--- config.mk ---
export PLATFORM = sky130hd
export DESIGN_NAME = ps2_key_decoder
export DESIGN_NICKNAME = d
export VERILOG_FILES = /design/src/rtl/ps2_pkg.sv /design/src/rtl/ps2_scan2ascii.sv /design/src/rtl/ps2_key_decoder.sv
export SDC_FILE = /design/constraint.sdc
export NUM_CORES = 1
export LEC_CHECK = 0
export CORE_ASPECT_RATIO = 0.9
export CORE_UTILIZATION = 64
export CTS_BUF_LIST = sky130_fd_sc_hd__clkbuf_8 sky130_fd_sc_hd__clkbuf_16
export DETAILED_ROUTE_END_ITERATION = 8
export GPL_TIMING_DRIVEN = 1
export PLACE_DENSITY = 0.85
export SLEW_MARGIN = 30
export SYNTH_ARGS = -nofsm -noshare
export SYNTH_HDL_FRONTEND = slang
export SYNTH_SLANG_ARGS = --single-unit
--- constraint.sdc ---
create_clock -name clk -period 10 [get_ports clk]
set_clock_uncertainty 0.1 [all_clocks]
set_input_delay 2.5 -clock clk [delete_from_list [all_inputs] [get_ports clk]]
set_output_delay 2.5 -clock clk [all_outputs]
set_load 0.03 [all_outputs]
--- src/rtl/ps2_pkg.sv ---
// PS/2 set-2 scancode constants and decoder FSM state type.
// Shared by the key decoder and its translation table.
package ps2_pkg;

   localparam logic [7:0] SC_BRK    = 8'hF0;
   localparam logic [7:0] SC_EXT    = 8'hE0;
   localparam logic [7:0] SC_LSHIFT = 8'h12;
   localparam logic [7:0] SC_RSHIFT = 8'h59;
   localparam logic [7:0] SC_CAPS   = 8'h58;
   localparam logic [7:0] SC_SPACE  = 8'h29;
   localparam logic [7:0] SC_ENTER  = 8'h5A;
   localparam logic [7:0] SC_BKSP   = 8'h66;

   localparam logic [7:0] ASC_SPACE = 8'h20;
   localparam logic [7:0] ASC_CR    = 8'h0D;
   localparam logic [7:0] ASC_BS    = 8'h08;

   typedef enum logic [1:0] {
      ST_IDLE,
      ST_BRK,
      ST_EXT,
      ST_EXT_BRK
   } state_t;

endpackage

--- src/rtl/ps2_scan2ascii.sv ---
// Combinational set-2 scancode to ASCII table.
// Letters follow shift XOR caps; digits follow shift only.
module ps2_scan2ascii
   import ps2_pkg::*;
(
   input  logic [7:0] i_code,
   input  logic       i_shift,
   input  logic       i_caps,
   output logic [7:0] o_ascii
);

   logic [7:0] w_lower;
   logic [7:0] w_digit;
   logic [7:0] w_sym;

   // look up the base character classes for the scancode
   always_comb begin
      w_lower = 8'h00;
      w_digit = 8'h00;
      w_sym   = 8'h00;
      case (i_code)
         8'h1C: w_lower = 8'h61;
         8'h32: w_lower = 8'h62;
         8'h21: w_lower = 8'h63;
         8'h23: w_lower = 8'h64;
         8'h24: w_lower = 8'h65;
         8'h2B: w_lower = 8'h66;
         8'h34: w_lower = 8'h67;
         8'h33: w_lower = 8'h68;
         8'h43: w_lower = 8'h69;
         8'h3B: w_lower = 8'h6A;
         8'h42: w_lower = 8'h6B;
         8'h4B: w_lower = 8'h6C;
         8'h3A: w_lower = 8'h6D;
         8'h31: w_lower = 8'h6E;
         8'h44: w_lower = 8'h6F;
         8'h4D: w_lower = 8'h70;
         8'h15: w_lower = 8'h71;
         8'h2D: w_lower = 8'h72;
         8'h1B: w_lower = 8'h73;
         8'h2C: w_lower = 8'h74;
         8'h3C: w_lower = 8'h75;
         8'h2A: w_lower = 8'h76;
         8'h1D: w_lower = 8'h77;
         8'h22: w_lower = 8'h78;
         8'h35: w_lower = 8'h79;
         8'h1A: w_lower = 8'h7A;
         8'h45: begin w_digit = 8'h30; w_sym = 8'h29; end
         8'h16: begin w_digit = 8'h31; w_sym = 8'h21; end
         8'h1E: begin w_digit = 8'h32; w_sym = 8'h40; end
         8'h26: begin w_digit = 8'h33; w_sym = 8'h23; end
         8'h25: begin w_digit = 8'h34; w_sym = 8'h24; end
         8'h2E: begin w_digit = 8'h35; w_sym = 8'h25; end
         8'h36: begin w_digit = 8'h36; w_sym = 8'h5E; end
         8'h3D: begin w_digit = 8'h37; w_sym = 8'h26; end
         8'h3E: begin w_digit = 8'h38; w_sym = 8'h2A; end
         8'h46: begin w_digit = 8'h39; w_sym = 8'h28; end
         default: ;
      endcase
   end

   // apply modifiers; control keys map directly, anything else is 00
   always_comb begin
      o_ascii = 8'h00;
      if (w_lower != 8'h00) begin
         o_ascii = (i_shift ^ i_caps) ? (w_lower - 8'h20) : w_lower;
      end else if (w_digit != 8'h00) begin
         o_ascii = i_shift ? w_sym : w_digit;
      end else begin
         case (i_code)
            SC_SPACE: o_ascii = ASC_SPACE;
            SC_ENTER: o_ascii = ASC_CR;
            SC_BKSP:  o_ascii = ASC_BS;
            default:  o_ascii = 8'h00;
         endcase
      end
   end

endmodule

--- src/rtl/ps2_key_decoder.sv ---
// PS/2 set-2 key decoder: prefix FSM, Shift/Caps tracking,
// press counter and an ASCII output FIFO with valid/ready.
module ps2_key_decoder
   import ps2_pkg::*;
#(
   parameter int FIFO_DEPTH = 8,
   parameter int CNT_W      = 8,
   parameter bit REPEAT_EN  = 1'b1
)(
   input  logic             clk,
   input  logic             rst,
   input  logic             code_valid,
   input  logic [7:0]       code,
   output logic             ascii_valid,
   input  logic             ascii_ready,
   output logic [7:0]       ascii,
   output logic             shift_active,
   output logic             caps_lock,
   output logic [CNT_W-1:0] press_count,
   output logic             overflow
);

   localparam int AW = $clog2(FIFO_DEPTH);
   localparam logic [AW:0] LP_FULL = (AW+1)'(FIFO_DEPTH);

   state_t           r_state;
   state_t           w_state_nxt;
   logic             r_shift_l;
   logic             r_shift_r;
   logic             r_caps;
   logic [7:0]       r_held;
   logic [CNT_W-1:0] r_count;
   logic             r_ovf;
   logic [7:0]       r_mem [FIFO_DEPTH];
   logic [AW-1:0]    r_wr;
   logic [AW-1:0]    r_rd;
   logic [AW:0]      r_fill;

   logic             w_make;
   logic             w_rel;
   logic             w_repeat;
   logic             w_new;
   logic             w_is_shift;
   logic             w_is_caps;
   logic             w_push;
   logic             w_pop;
   logic             w_full;
   logic             w_empty;
   logic             w_wr_en;
   logic [7:0]       w_xlat;

   ps2_scan2ascii u_xlat (
      .i_code  (code),
      .i_shift (shift_active),
      .i_caps  (r_caps),
      .o_ascii (w_xlat)
   );

   // prefix state register
   always_ff @(posedge clk or posedge rst) begin
      if (rst) r_state <= ST_IDLE;
      else     r_state <= w_state_nxt;
   end

   // prefix decode: classify each byte as make, release or prefix
   always_comb begin
      w_state_nxt = r_state;
      w_make      = 1'b0;
      w_rel       = 1'b0;
      if (code_valid) begin
         unique case (r_state)
            ST_IDLE: begin
               if (code == SC_BRK)      w_state_nxt = ST_BRK;
               else if (code == SC_EXT) w_state_nxt = ST_EXT;
               else                     w_make = 1'b1;
            end
            ST_BRK: begin
               w_rel       = 1'b1;
               w_state_nxt = ST_IDLE;
            end
            ST_EXT: begin
               w_state_nxt = (code == SC_BRK) ? ST_EXT_BRK : ST_IDLE;
            end
            ST_EXT_BRK: w_state_nxt = ST_IDLE;
            default:    w_state_nxt = ST_IDLE;
         endcase
      end
   end

   assign w_repeat   = (code == r_held);
   assign w_new      = w_make & ~w_repeat;
   assign w_is_shift = (code == SC_LSHIFT) | (code == SC_RSHIFT);
   assign w_is_caps  = (code == SC_CAPS);
   assign w_push     = w_make & ~w_is_shift & ~w_is_caps &
                       (w_xlat != 8'h00) & (~w_repeat | REPEAT_EN);

   assign w_empty = (r_fill == '0);
   assign w_full  = (r_fill == LP_FULL);
   assign w_pop   = ~w_empty & ascii_ready;
   assign w_wr_en = w_push & (~w_full | w_pop);

   // modifier, held-key and press-count tracking
   always_ff @(posedge clk or posedge rst) begin
      if (rst) begin
         r_shift_l <= 1'b0;
         r_shift_r <= 1'b0;
         r_caps    <= 1'b0;
         r_held    <= 8'h00;
         r_count   <= '0;
      end else begin
         if (w_make && code == SC_LSHIFT) r_shift_l <= 1'b1;
         if (w_rel  && code == SC_LSHIFT) r_shift_l <= 1'b0;
         if (w_make && code == SC_RSHIFT) r_shift_r <= 1'b1;
         if (w_rel  && code == SC_RSHIFT) r_shift_r <= 1'b0;
         if (w_new && w_is_caps) r_caps <= ~r_caps;
         if (w_new) begin
            r_held  <= code;
            r_count <= r_count + CNT_W'(1);
         end else if (w_rel && code == r_held) begin
            r_held <= 8'h00;
         end
      end
   end

   // FIFO pointers, fill level and sticky drop flag
   always_ff @(posedge clk or posedge rst) begin
      if (rst) begin
         r_wr   <= '0;
         r_rd   <= '0;
         r_fill <= '0;
         r_ovf  <= 1'b0;
      end else begin
         if (w_wr_en) r_wr <= r_wr + AW'(1);
         if (w_pop)   r_rd <= r_rd + AW'(1);
         r_fill <= r_fill + (AW+1)'(w_wr_en) - (AW+1)'(w_pop);
         if (w_push && w_full && !w_pop) r_ovf <= 1'b1;
      end
   end

   // FIFO storage; contents are masked by the fill level
   always_ff @(posedge clk) begin
      if (w_wr_en) r_mem[r_wr] <= w_xlat;
   end

   assign ascii_valid  = ~w_empty;
   assign ascii        = w_empty ? 8'h00 : r_mem[r_rd];
   assign shift_active = r_shift_l | r_shift_r;
   assign caps_lock    = r_caps;
   assign press_count  = r_count;
   assign overflow     = r_ovf;

endmodule
After elaboration in Yosys (flattened, before gate mapping)
Memory sizes are Yosys's and may differ from the RTL's.
Index checks and enable logic that the tools add are counted.

storage, ports and cells
  bits in registers = 32
  latch bits = 0
  RAM bits = 64
  bits in read-only memories = 0
  input bits = 12
  output and inout port bits = 20
  word-level logic and storage cells = 129
  memories = 1

memories
  memory  words  width  rd ports  clocked after memory_dff  write ports  line                   RTL
  r_mem   8      8      1         0                         1            ps2_key_decoder.sv:34  logic [7:0] r_mem [FIFO_DEPTH];

cells by class
  $add $sub $neg = 6
  multiply operators = 0
  div/mod/pow operators = 0
  $lt $le $gt $ge = 0
  eq/ne operators = 50
  shift-type cells = 0
  muxes and demuxes = 27
  bitwise gates (word level) = 16
  reduce and logical (&&, ||, !) cells = 19

operators with widths
  operator                                                             count
  8-bit by 6-bit == test with 1-bit output (second input constant)     23
  7-bit case mux with 26 select lines                                  1
  8-bit by 7-bit == test with 1-bit output (second input constant)     11
  7-bit case mux with 10 select lines                                  1
  8-bit by 5-bit == test with 1-bit output (second input constant)     8
  6-bit case mux with 10 select lines                                  1
  8-bit 2-to-1 mux                                                     6
  8-bit nonzero test                                                   3
  6-bit case mux with 3 select lines                                   1
  8-bit == test (second input constant)                                2
  1-bit 2-to-1 mux                                                     12
  8-bit by 1-bit adder with 8-bit output (second input constant)       1
  8-bit == test                                                        1
  1-bit logical AND                                                    8
  7-bit by 6-bit subtractor with 8-bit output (second input constant)  1
  7-bit 2-to-1 mux                                                     1
  3-bit by 1-bit adder with 3-bit output (second input constant)       2
  1-bit bitwise AND                                                    6
  2-bit 2-to-1 mux                                                     3
  1-bit NOT                                                            6
  2-bit case mux with 3 select lines                                   1
  2-bit nonzero test                                                   3
  4-bit by 1-bit adder with 4-bit output                               1
  2-bit == test (second input constant)                                2
  other kinds (11)                                                     13

Longest topological paths before layout
Gate-level depths: netlist (run 1).

  depth after elaboration = 11
  depth in mapped cells = 17
  gate-level depth less buffers = 15

Hierarchy
A second synthesis (run 1) with hierarchy kept.

unflattened totals
  cells, all modules = 397
  area, all modules = 5,063.6 sq um

by module, submodules not included
  module           instances  cells an instance  area each (sq um)  sequential area each (sq um)
  ps2_key_decoder  1          256                4,105.2            2,722.6
  ps2_scan2ascii   1          141                958.4              0.0

Worst setup path after synthesis (run 1)
Ideal clock, no wire load.

  kind = input to register
  from = input code[6]
  to = memory r_mem[1][0], enable pin
  setup time = 0.395 ns
  arrival time = 5.456 ns
  data required time = 9.505 ns
  slack = 4.049 ns
  stages = 12
  path buffers = 2
  cell sequence = buf_6 -> nand4bb_1 -> clkbuf_1 -> mux2i_1 -> a2111oi_2 -> nand4_1 -> nor2_1 -> ha_1 -> a211oi_1 -> nor2_2 -> o211ai_4 -> nor4_1

between the ends
  word-level cells in the longest chain between the ends = 11
  elaborated cells on any way between the ends = 69
  those cells by class = add/sub: 1; eq/ne: 44; mux: 14; bitwise: 7; reduce/logical: 3

RTL lines
  item                                                                                 line                    RTL
  start, declared                                                                      ps2_key_decoder.sv:13   input logic [7:0] code,
  branches (longest 7 deep; another with 7-bit by 6-bit subtractor with 8-bit output)  --
  1-bit bitwise AND *                                                                  ps2_key_decoder.sv:94   assign w_push = w_make & ~w_is_shift & ~w_is_caps &
  1-bit bitwise AND *                                                                  ps2_key_decoder.sv:100  assign w_wr_en = w_push & (~w_full | w_pop);
  1-bit 2-to-1 mux *                                                                   ps2_key_decoder.sv:142  if (w_wr_en) r_mem[r_wr] <= w_xlat;
  1-bit 2-to-1 mux (implied by the code) *                                             ps2_key_decoder.sv:142
  end, declared                                                                        ps2_key_decoder.sv:34

Every way passes the cells marked *.

Final worst setup path (run 1)
  from = input code[5]
  to = register r_fill[3]

between the ends
  word-level cells in the longest chain between the ends = 11
  elaborated cells on any way between the ends = 69
  those cells by class = add/sub: 3; eq/ne: 44; mux: 12; bitwise: 7; reduce/logical: 3

RTL lines
  item                                                                                 line                    RTL
  branches (longest 7 deep; another with 7-bit by 6-bit subtractor with 8-bit output)  --
  1-bit bitwise AND *                                                                  ps2_key_decoder.sv:94
  1-bit bitwise AND *                                                                  ps2_key_decoder.sv:100
  4-bit by 1-bit adder with 4-bit output *                                             ps2_key_decoder.sv:135  r_fill <= r_fill + (AW+1)'(w_wr_en) - (AW+1)'(w_pop);
  4-bit by 1-bit subtractor with 4-bit output *                                        ps2_key_decoder.sv:135
  end signal, assigned                                                                 ps2_key_decoder.sv:135
  end, declared                                                                        ps2_key_decoder.sv:37   logic [AW:0] r_fill;

Marked as above.
A chain may end at the register's enable or synchronous reset.

==> results_dict.tcl, run 1 <==
set metrics [dict create \
    n_fill_cell 523 \
    cp.arrival_ns 7.19 \
    hold_class "reg -> reg" \
    synth_area_um2 5265 \
    grt_first_pass_wirelength_um 17430 \
    cp-startpoint "code[5]" \
    die_w_um 97.61 \
    synth_flop_cell "edfxtp_1" \
    crit_fanout 22 \
    root_buffer "clkbuf_8" \
    cp.required_ns 10.18 \
    crit_buf_inv 1 \
    hold_buffers 0 \
    core_area_um2 8029 \
    io_buffers 31 \
    rows 31 \
    clkTransAtPathRegs_ns 0.09 \
    yosysMostFrequentCell "edfxtp_1" \
    critPathSlowestCell "clkdlybuf4s50_1" \
    die_h_um 88.05 \
    clock_sinks 96 \
    drive_gt1_share_pct 12.36 \
    async_flop_share_pct 33.33 \
    whs_path_depth 1 \
    cts_buffer_depth 2 \
    firstDrtPassIters 7 \
    worst_pin_slew_ns 0.8993 \
    yosysTopAreaCell "edfxtp_1" \
    p_per_area_nw_per_um2 221.1 \
    avgSynthCellArea_um2 11.91 \
    synth_warnings 0 \
    first_global_vias 3368 \
    syn-num-nets 465 \
    min_period_over_period_pct 70.11 \
    place.gp.congestion 0.9941 \
    cts_buffers 9 \
    gr-total-overflow 0 \
    area_growth_pct 9.672 \
    critPathTopFamily "compound AO/OA/AOI/OAI gates" \
    synth_cell_types 67 \
    reg2reg_depth 13 \
    rsz0062_at_grt "false" \
    min_period_ns 7.011 \
    grt_max_degree 36 \
    postCtsSetupRepairBufs 0 \
    layout.nets 479 \
    htreeDepth 3 \
    violations "DRC" \
    drt-total-wl_um 11070 \
    synth_seq_area_share_pct 51.71 \
    rr_endpoint "r_fill[3]" \
    outcome "complete, but fails checks" \
    setup_viol 0 \
    synth_common_cells "edfxtp_1, nor2_1, dfrtp_1" \
    dr_total_vias 3745 \
    crit_type "in -> reg" \
    drc 2 \
    synth-seq-cells 96 \
    tns_ns 0 \
    dieArea_um2 8594 \
    crit_path_end "r_fill[3]" \
    drt-initial-drc-count 439 \
    slew_headroom_pct 39.90 \
    hold_viol 0 \
    ir_worst_vdd_v 0.0001699 \
    crit_path_max_incr_delay_ns 0.98 \
    via_per_inst 6.688 \
    num_io_pins 32 \
    reg2reg_slack_ns 5.66 \
    final_util_pct 71.92 \
    initial_utilization_pct 65.58 \
    dp_hpwl_um 7488 \
    synthTopCellsByArea "edfxtp_1, dfrtp_1, mux4_2, ha_1, nor2_1" \
    antenna_cells 0 \
    synth_top_area_share_pct 36.50 \
    syn_inst 442 \
    worstSetupStartpointType "input port" \
    r2r-start "r_shift_r" \
    p_leak_nw 2.159 \
    clk_latency_ns 0.36 \
    fmax_mhz 142.6 \
    maxSlewViolCount 0 \
    antenna_left 0 \
    antenna_found_initial 0 \
    end_kind "flip-flop" \
    crit_cells 14 \
    cts_resized 0 \
    grt.total_usage_pct 26.88 \
    maxCapViolCount 0 \
    cp_cell_sequence "clkdlybuf4s50_1, or3b_2, o41ai_1, nor2_1, ha_1, nand2_1, o21ai_0, nand4_1, o21ai_0, nand2_1, ha_1, a21o_1, a21oi_1, xor2_1" \
    post_drt_wl_per_cell_um 19.76 \
    synth-edff-count 64 \
    cts_tree "yes" \
]
-- kinds of logic (layout without fill, tap and decap cells) --
| logic type | after synthesis | in the layout | synth area share (%) |
|---|---|---|---|
| AOI/OAI and AO/OA | 68 | 68 | 9.791 |
| xor gates and xnor gates | 27 | 27 | 4.492 |
| adders and majority gates | 11 | 11 | 2.757 |
| buffers and inverters | 47 | 66 | 4.182 |
| DFF | 96 | 96 | 51.71 |
| muxes | 29 | 29 | 9.434 |
| and+or+nand+nor | 164 | 164 | 17.63 |
-- worst min-delay path by stage --
stage | startpoint | end | slack (ns)
floorplan | r_fill[0] | r_fill[0] | 0.38
global placement | press_count[7] | press_count[7] | 0.36
detailed placement | press_count[7] | press_count[7] | 0.37
CTS | press_count[7] | press_count[7] | 0.40
global route | press_count[7] | press_count[7] | 0.41
finish | press_count[7] | press_count[7] | 0.39
-- sequential cells by signal, indices dropped and copies added, names as in the netlist --
signal / flops
r_state: 2
r_wr: 3
r_rd: 3
press_count: 8
r_held: 8
caps_lock: 1
r_shift_l: 1
overflow: 1
r_mem: 64
r_shift_r: 1
r_fill: 4
-- cell usage in the layout (no fill, tap or decap), types with 5 or more instances in the layout --
cell	synthesis	final
edfxtp_1	64	64
nor2_1	33	33
dfrtp_1	32	31
nand2_1	30	30
clkdlybuf4s50_1	0	30
mux4_2	16	16
nor3_1	21	15
inv_1	12	14
xor2_1	14	14
xnor2_1	13	13
nand2b_1	12	12
nand3_1	12	12
o21ai_0	14	12
mux2i_1	11	11
a21oi_1	10	10
ha_1	10	10
a22o_1	9	9
clkbuf_8	0	9
nor4_1	8	8
buf_4	0	7
nor3_2	0	6
nor2b_1	5	5
nand4_1	5	5
a31oi_1	5	5
and3_1	5	5
-- metrics by stage --
stage          power, mW  hold WS (ns)  setup slack (ns)  instances  cell area (um^2)
2_1_floorplan     0.8966        0.3792             4.049        442              5265
3_3_place_gp       1.042        0.3628             2.518        544              5577
3_5_place_dp       1.060        0.3710             2.683        544              5594
4_1_cts            1.279        0.3951             3.031        560              5764
5_1_grt            1.343        0.4120             2.690        560              5774
6_report           1.277        0.3881             2.989        560              5774
-- power breakdown --
part,internal (mW),switching (mW)
Combinational,0.233,0.257
Sequential,0.481,0.0854
Clock,0.0904,0.130
-- metal layers --
layer	wire length, um	vias to the layer above	GRT usage (%)
li1	-	1690	-
met1	5026	1850	39.87
met2	4958	185	40.23
met3	924	20	6.784
met4	158	0	6.474
met5	0	-	0
-- cell type report --
class                   instances  area (um^2)  area share, %
clock buffers                   9        123.9          2.145
repair buffers                 38        357.8          6.197
clock inverters                 7        46.29         0.8017
flip-flops and latches         96         2724          47.17
well taps                      99        123.9          2.145
inverters                      12        45.04         0.7801
multi-input cells             299         2354          40.76
(Power assumes the default switching activity.)
==> run 2: changes to the inputs <==
--- a/config.mk
+++ b/config.mk
@@ -6,11 +6,11 @@
 export NUM_CORES = 1
 export LEC_CHECK = 0
 export CORE_ASPECT_RATIO = 0.9
-export CORE_UTILIZATION = 64
+export CORE_UTILIZATION = 60
 export CTS_BUF_LIST = sky130_fd_sc_hd__clkbuf_8 sky130_fd_sc_hd__clkbuf_16
 export DETAILED_ROUTE_END_ITERATION = 8
 export GPL_TIMING_DRIVEN = 1
-export PLACE_DENSITY = 0.85
+export PLACE_DENSITY = 0.8
 export SLEW_MARGIN = 30
 export SYNTH_ARGS = -nofsm -noshare
 export SYNTH_HDL_FRONTEND = slang
==> constraint.sdc (replaced) <==
create_clock -name clk -period 6.6 [get_ports clk]
set_clock_uncertainty 0.1 [all_clocks]
set_input_delay 1.65 -clock clk [delete_from_list [all_inputs] [get_ports clk]]
set_output_delay 1.65 -clock clk [all_outputs]
set_load 0.03 [all_outputs]
==> run 2 against run 1 <==
Compared with the run above: the run now ends clean; sequential share of layout area decreased by 1.4 points; die area grew 6.5%; clock-buffer cell count did not move; wire length is 0.59% higher; via count increased by 2.3%; final area is 3.2% higher; hold slack improved by 0.0015 ns; worst setup slack got worse by 2.4 ns; flip-flop and latch count is the same; clock power grew 64%; first-iteration DRC count shrank 26%; critical endpoint is now r_mem[3][1]; largest power group unchanged; highest routed layer unchanged.
==> results_dict.tcl, run 2 (synthesis results as in run 1) <==
set metrics [dict create \
    slew_headroom_pct 36.18 \
    firstDrtPassIters 5 \
    dieArea_um2 9154 \
    cp.arrival_ns 6.00 \
    power_frac_comb_pct 37.7 \
    hold_viol 0 \
    place_area_um2 5766 \
    crit_fanout 19 \
    num_io_pins 32 \
    maxCapViolCount 0 \
    hold_ws_ns 0.3896 \
    internal-power_mw 1.236 \
    p_per_area_nw_per_um2 329.2 \
    postCtsSetupRepairBufs 0 \
    switching_share_pct 36.96 \
    post_drt_wl_per_cell_um 18.55 \
    maxSlewViolCount 0 \
    dr_total_vias 3830 \
    htreeDepth 3 \
    outcome "complete, no violations" \
    antenna_left 0 \
    rsz0062_at_grt "false" \
    fin_area_um2 5957 \
    io_buffers 31 \
    final_cell_mix "edfxtp_1, nor2_1, dfrtp_1, clkdlybuf4s50_1, nand2_1" \
    power_frac_clock_pct 18.5 \
    place.gp.congestion 0.9899 \
    grt.total_usage_pct 26.88 \
    rows 32 \
    clkTransAtPathRegs_ns 0.10 \
    first_global_vias 3583 \
    worstSetupStartpointType "input port" \
    area_growth_pct 13.14 \
    worst_pin_slew_ns 0.9473 \
    core_area_um2 8528 \
    cts_resized 0 \
    cts_tree "yes" \
    cts_buffer_depth 2 \
    drc 0 \
    hold_buffers 0 \
    gr-total-overflow 0 \
    fmax_mhz 166.3 \
    drive_gt1_share_pct 15.18 \
    largest_reg_flops 64 \
    dp_hpwl_um 7843 \
    setup_viol 0 \
    min_period_ns 6.012 \
    grt_first_pass_wirelength_um 18190 \
    n_fill_cell 594 \
    layout.nets 499 \
    power_mw 1.961 \
    end_kind "flip-flop" \
    antenna_cells 0 \
    tns_ns 0 \
    layout.cells.most_common "edfxtp_1" \
    die_h_um 90.87 \
    power.switching_mw 0.7247 \
    ir_worst_vdd_v 0.0002176 \
    cts_buffers 9 \
    p_leak_nw 2.260 \
    via_per_inst 6.383 \
    clock_sinks 96 \
    crit_type "in -> reg" \
    hold_class "reg -> reg" \
    min_period_over_period_pct 91.10 \
    cp.required_ns 6.59 \
    drt-initial-drc-count 326 \
    die_w_um 100.7 \
    clk_latency_ns 0.37 \
    antenna_found_initial 0 \
    grt_max_degree 36 \
    p_seq_share_pct 43.8 \
    top_register "r_mem" \
    root_buffer "clkbuf_8" \
    drt-total-wl_um 11130 \
    initial_utilization_pct 61.74 \
]
==> run 2: final cells by class <==
cell class | count | area [um^2] | share of cell area (%)
clock buffers | 9 | 123.9 | 2.079
clock inverters | 7 | 61.31 | 1.029
inverters | 12 | 45.04 | 0.7561
multi-input cells | 299 | 2328 | 39.09
flip-flops and latches | 96 | 2724 | 45.73
well taps | 119 | 148.9 | 2.499
repair buffers | 58 | 525.5 | 8.822
==> run 2: final timing paths <==
kind,endpoint,slack [ns],from,cells after the start
max,r_mem[3][1],0.59,code[6],11
min,press_count[7],0.39,press_count[7],1
max reg2reg,r_fill[3],2.66,r_shift_r,15
min reg2reg,press_count[7],0.39,press_count[7],1
max in group asynchronous,r_rd[0],4.50,rst,3
min in group asynchronous,press_count[4],1.56,rst,3
==> run 2: metal layers <==
metal | wire (um) | vias to the layer above | track usage (%)
met4 | 259 | 0 | 11.11
met2 | 5033 | 186 | 39.67
li1 | - | 1732 | -
met1 | 5111 | 1881 | 38.91
met3 | 727 | 31 | 5.728
met5 | 0 | - | 0
==> run 2: worst max-delay path, cell delays in order <==
cell and delay (ns):
clkdlybuf4s50_1 0.73, or3b_2 0.64, o41ai_1 0.74, nor2_1 0.27, ha_1 0.37, nand2_1 0.08, o21ai_0 0.09, nand4_1 0.21
o211ai_4 0.17, nor3_1 0.76, buf_4 0.28
==> run 2: power groups by stage <==
| stage | clock network (mW) | logic [mW] | registers [mW] |
|---|---|---|---|
| after floorplan | 0 | 0.523 | 0.836 |
| after global placement | 0 | 0.718 | 0.863 |
| after detailed placement | 0 | 0.739 | 0.869 |
| after CTS | 0.371 | 0.742 | 0.857 |
| after global routing | 0.391 | 0.796 | 0.874 |
| final | 0.363 | 0.739 | 0.858 |
==> run 2: through the flow <==
step           std cells  worst slack, ns  util [%]
2_1_floorplan        442            1.499         -
3_3_place_gp         584           0.4215     67.59
3_5_place_dp         584           0.2635     67.61
4_1_cts              600           0.6491     69.78
5_1_grt              600           0.3431     69.85
6_report             600           0.5877     69.85
==> run 3: changes to the inputs <==
--- a/config.mk
+++ b/config.mk
@@ -8,6 +8,7 @@
 export CORE_ASPECT_RATIO = 0.9
 export CORE_UTILIZATION = 60
 export CTS_BUF_LIST = sky130_fd_sc_hd__clkbuf_8 sky130_fd_sc_hd__clkbuf_16
+export CTS_CLUSTER_DIAMETER = 50
 export DETAILED_ROUTE_END_ITERATION = 8
 export GPL_TIMING_DRIVEN = 1
 export PLACE_DENSITY = 0.8
==> results of run 3 <==
No change in the layout: final DEF, timing and power equal those of run 2.
==> RTL edit (settings of run 3) <==
Set the parameter `REPEAT_EN` to 1'b0 (it was 1'b1).
--- a/src/rtl/ps2_key_decoder.sv
+++ b/src/rtl/ps2_key_decoder.sv
@@ -6,5 +6,5 @@
    parameter int FIFO_DEPTH = 8,
    parameter int CNT_W      = 8,
-   parameter bit REPEAT_EN  = 1'b1
+   parameter bit REPEAT_EN  = 1'b0
 )(
    input  logic             clk,
Formal check against the unedited RTL: not equivalent (a bounded check fails within 4 cycles, from zero or initial values and one cycle with rst high).
==> RTL edit against run 3 <==
  * Hold slack better by 15 ps
  * Area after synthesis is 1.8% lower
  * Sequential cell count stayed put
  * Routed wire length is 1.0% higher
  * Total power is 2.3% higher
  * Design area is 2.2% lower
  * Setup slack better by 80 ps
  * Count of clock-buffer cells in the layout stayed put
  * Critical path type unchanged
==> RTL edit: results (changes against run 3) <==
| Metric | Value |
|---|---|
| Tot GR Track Use | `27.2% (+0.33 points)` |
| Max VDD drop | `0.000273 V (+26%)` |
| Largest cells by area after synthesis | `edfxtp_1 37%, dfrtp_1 15%, mux4_2 7.0%` |
| Met2 Use GR | `46.1% (+6.5 points)` |
| Layout fillers | `573 (-3.5%)` |
| Post-synthesis compound-gate area fraction | `11.1% (+1.3 points)` |
| Count of cell types in the netlist | `72 (+7.5%)` |
| Net Sw Power | `0.728 mW (+0.49%)` |
| Worst relative slew slack | `36.2% (about the same)` |
| First-pass GRT wire length | `18.4 mm (+1.4%)` |
| Pin count of the biggest net entering global routing | `33 (-8.3%)` |
| Synth cell count leaders | `64 x edfxtp_1, 32 x dfrtp_1, 26 x nor2_1, 21 x nand2_1, 16 x mux4_2` |
| Max incr delay on CP | `620 ps (-140 ps)` |
| Initial DRC count | `322 (-1.2%)` |
| Max Fanout on Critical Path | `20 (+1)` |
| CP Data Arrival Time | `6120 ps (+120 ps)` |
| Routability congestion estimate | `0.955 (-3.5%)` |
| LEAKAGE | `2.17 nW (-3.9%)` |
| Nets | `471 (-5.6%)` |
| Via count | `3614 (-5.6%)` |
| Outcome | `complete, no violations` |
| M1 GR Usage | `34.5% (-4.5 points)` |
| R2R setup slack | `2690 ps (+30 ps)` |
| Sequential-to-total area share from yosys stat | `52.7% (+0.96 points)` |
| Xor/xnor cell area share of the yosys netlist | `4.58% (+0.084 points)` |
| Synth Area in Adders | `2.81% (+0.051 points)` |
| Slowest CP cell | `clkdlybuf4s50_1` |
## RTL edit: worst paths after layout
kind                                             from                    endpoint  cells after the start
setup / recovery                              code[4]         r_fill[2]$_DFF_PP0_                     18
hold / removal             press_count[7]$_DFFE_PP0P_  press_count[7]$_DFFE_PP0P_                      1
setup reg to reg                r_shift_r$_DFFE_PP0P_         r_fill[2]$_DFF_PP0_                     12
hold reg to reg            press_count[7]$_DFFE_PP0P_  press_count[7]$_DFFE_PP0P_                      1
max in group asynchronous                         rst         r_rd[0]$_DFFE_PP0P_                      3
min in group asynchronous                         rst         r_rd[2]$_DFFE_PP0P_                      3
## RTL edit: final cells by class
cell class | count | area (um^2) | share of cell area (%)
clock buffer | 9 | 124 | 2.13
clock inverter | 7 | 85.1 | 1.46
inverter | 14 | 52.6 | 0.902
multi-input combinational | 282 | 2280 | 39.1
sequential | 96 | 2720 | 46.8
tap | 115 | 144 | 2.47
timing repair buffer | 45 | 415 | 7.13
## RTL edit: cell families (layout without fill, tap and decap cells)
logic type,after synthesis,after routing
AND/OR/NAND/NOR,141,141
buffers and inverters,40,75
AO/OA/AOI/OAI,75,75
adder cells (fa/ha/maj),11,11
flip-flops,96,96
multiplexers,28,28
XOR/XNOR,27,27
## RTL edit: per-layer routing
layer  share of wire (%)  wire, um
met1                  41      4620
met2                  51      5710
met3                 6.5       732
met4                 1.7       187
met5                   0         0
## RTL edit: metrics by stage
stage | std cells | cell area, um^2 | hold slack [ps] | power, mW | worst slack, ps
global route | 568 | 5820 | 439 | 2.12 | 280
finish | 568 | 5820 | 404 | 2.01 | 668
floorplan | 418 | 5170 | 362 | 1.37 | 1250
detailed placement | 552 | 5620 | 382 | 1.62 | 365
CTS | 568 | 5820 | 408 | 2.02 | 727
global placement | 552 | 5610 | 360 | 1.59 | 528
## RTL edit: critical path: cells and delay by family
kind | cells | cell delay, ps
xor gates and xnor gates | 1 | 180
buffers and inverters | 4 | 1110
and+or+nand+nor | 5 | 850
adders and majority gates | 3 | 880
AOI/OAI and AO/OA | 5 | 1420
## RTL edit: power by group through the flow
stage | Clock (mW) | Sequential, mW | Combinational (mW)
floorplan | 0 | 0.839 | 0.526
global placement | 0 | 0.873 | 0.720
detailed placement | 0 | 0.881 | 0.738
CTS | 0.411 | 0.869 | 0.743
global route | 0.437 | 0.884 | 0.795
finish | 0.405 | 0.865 | 0.737
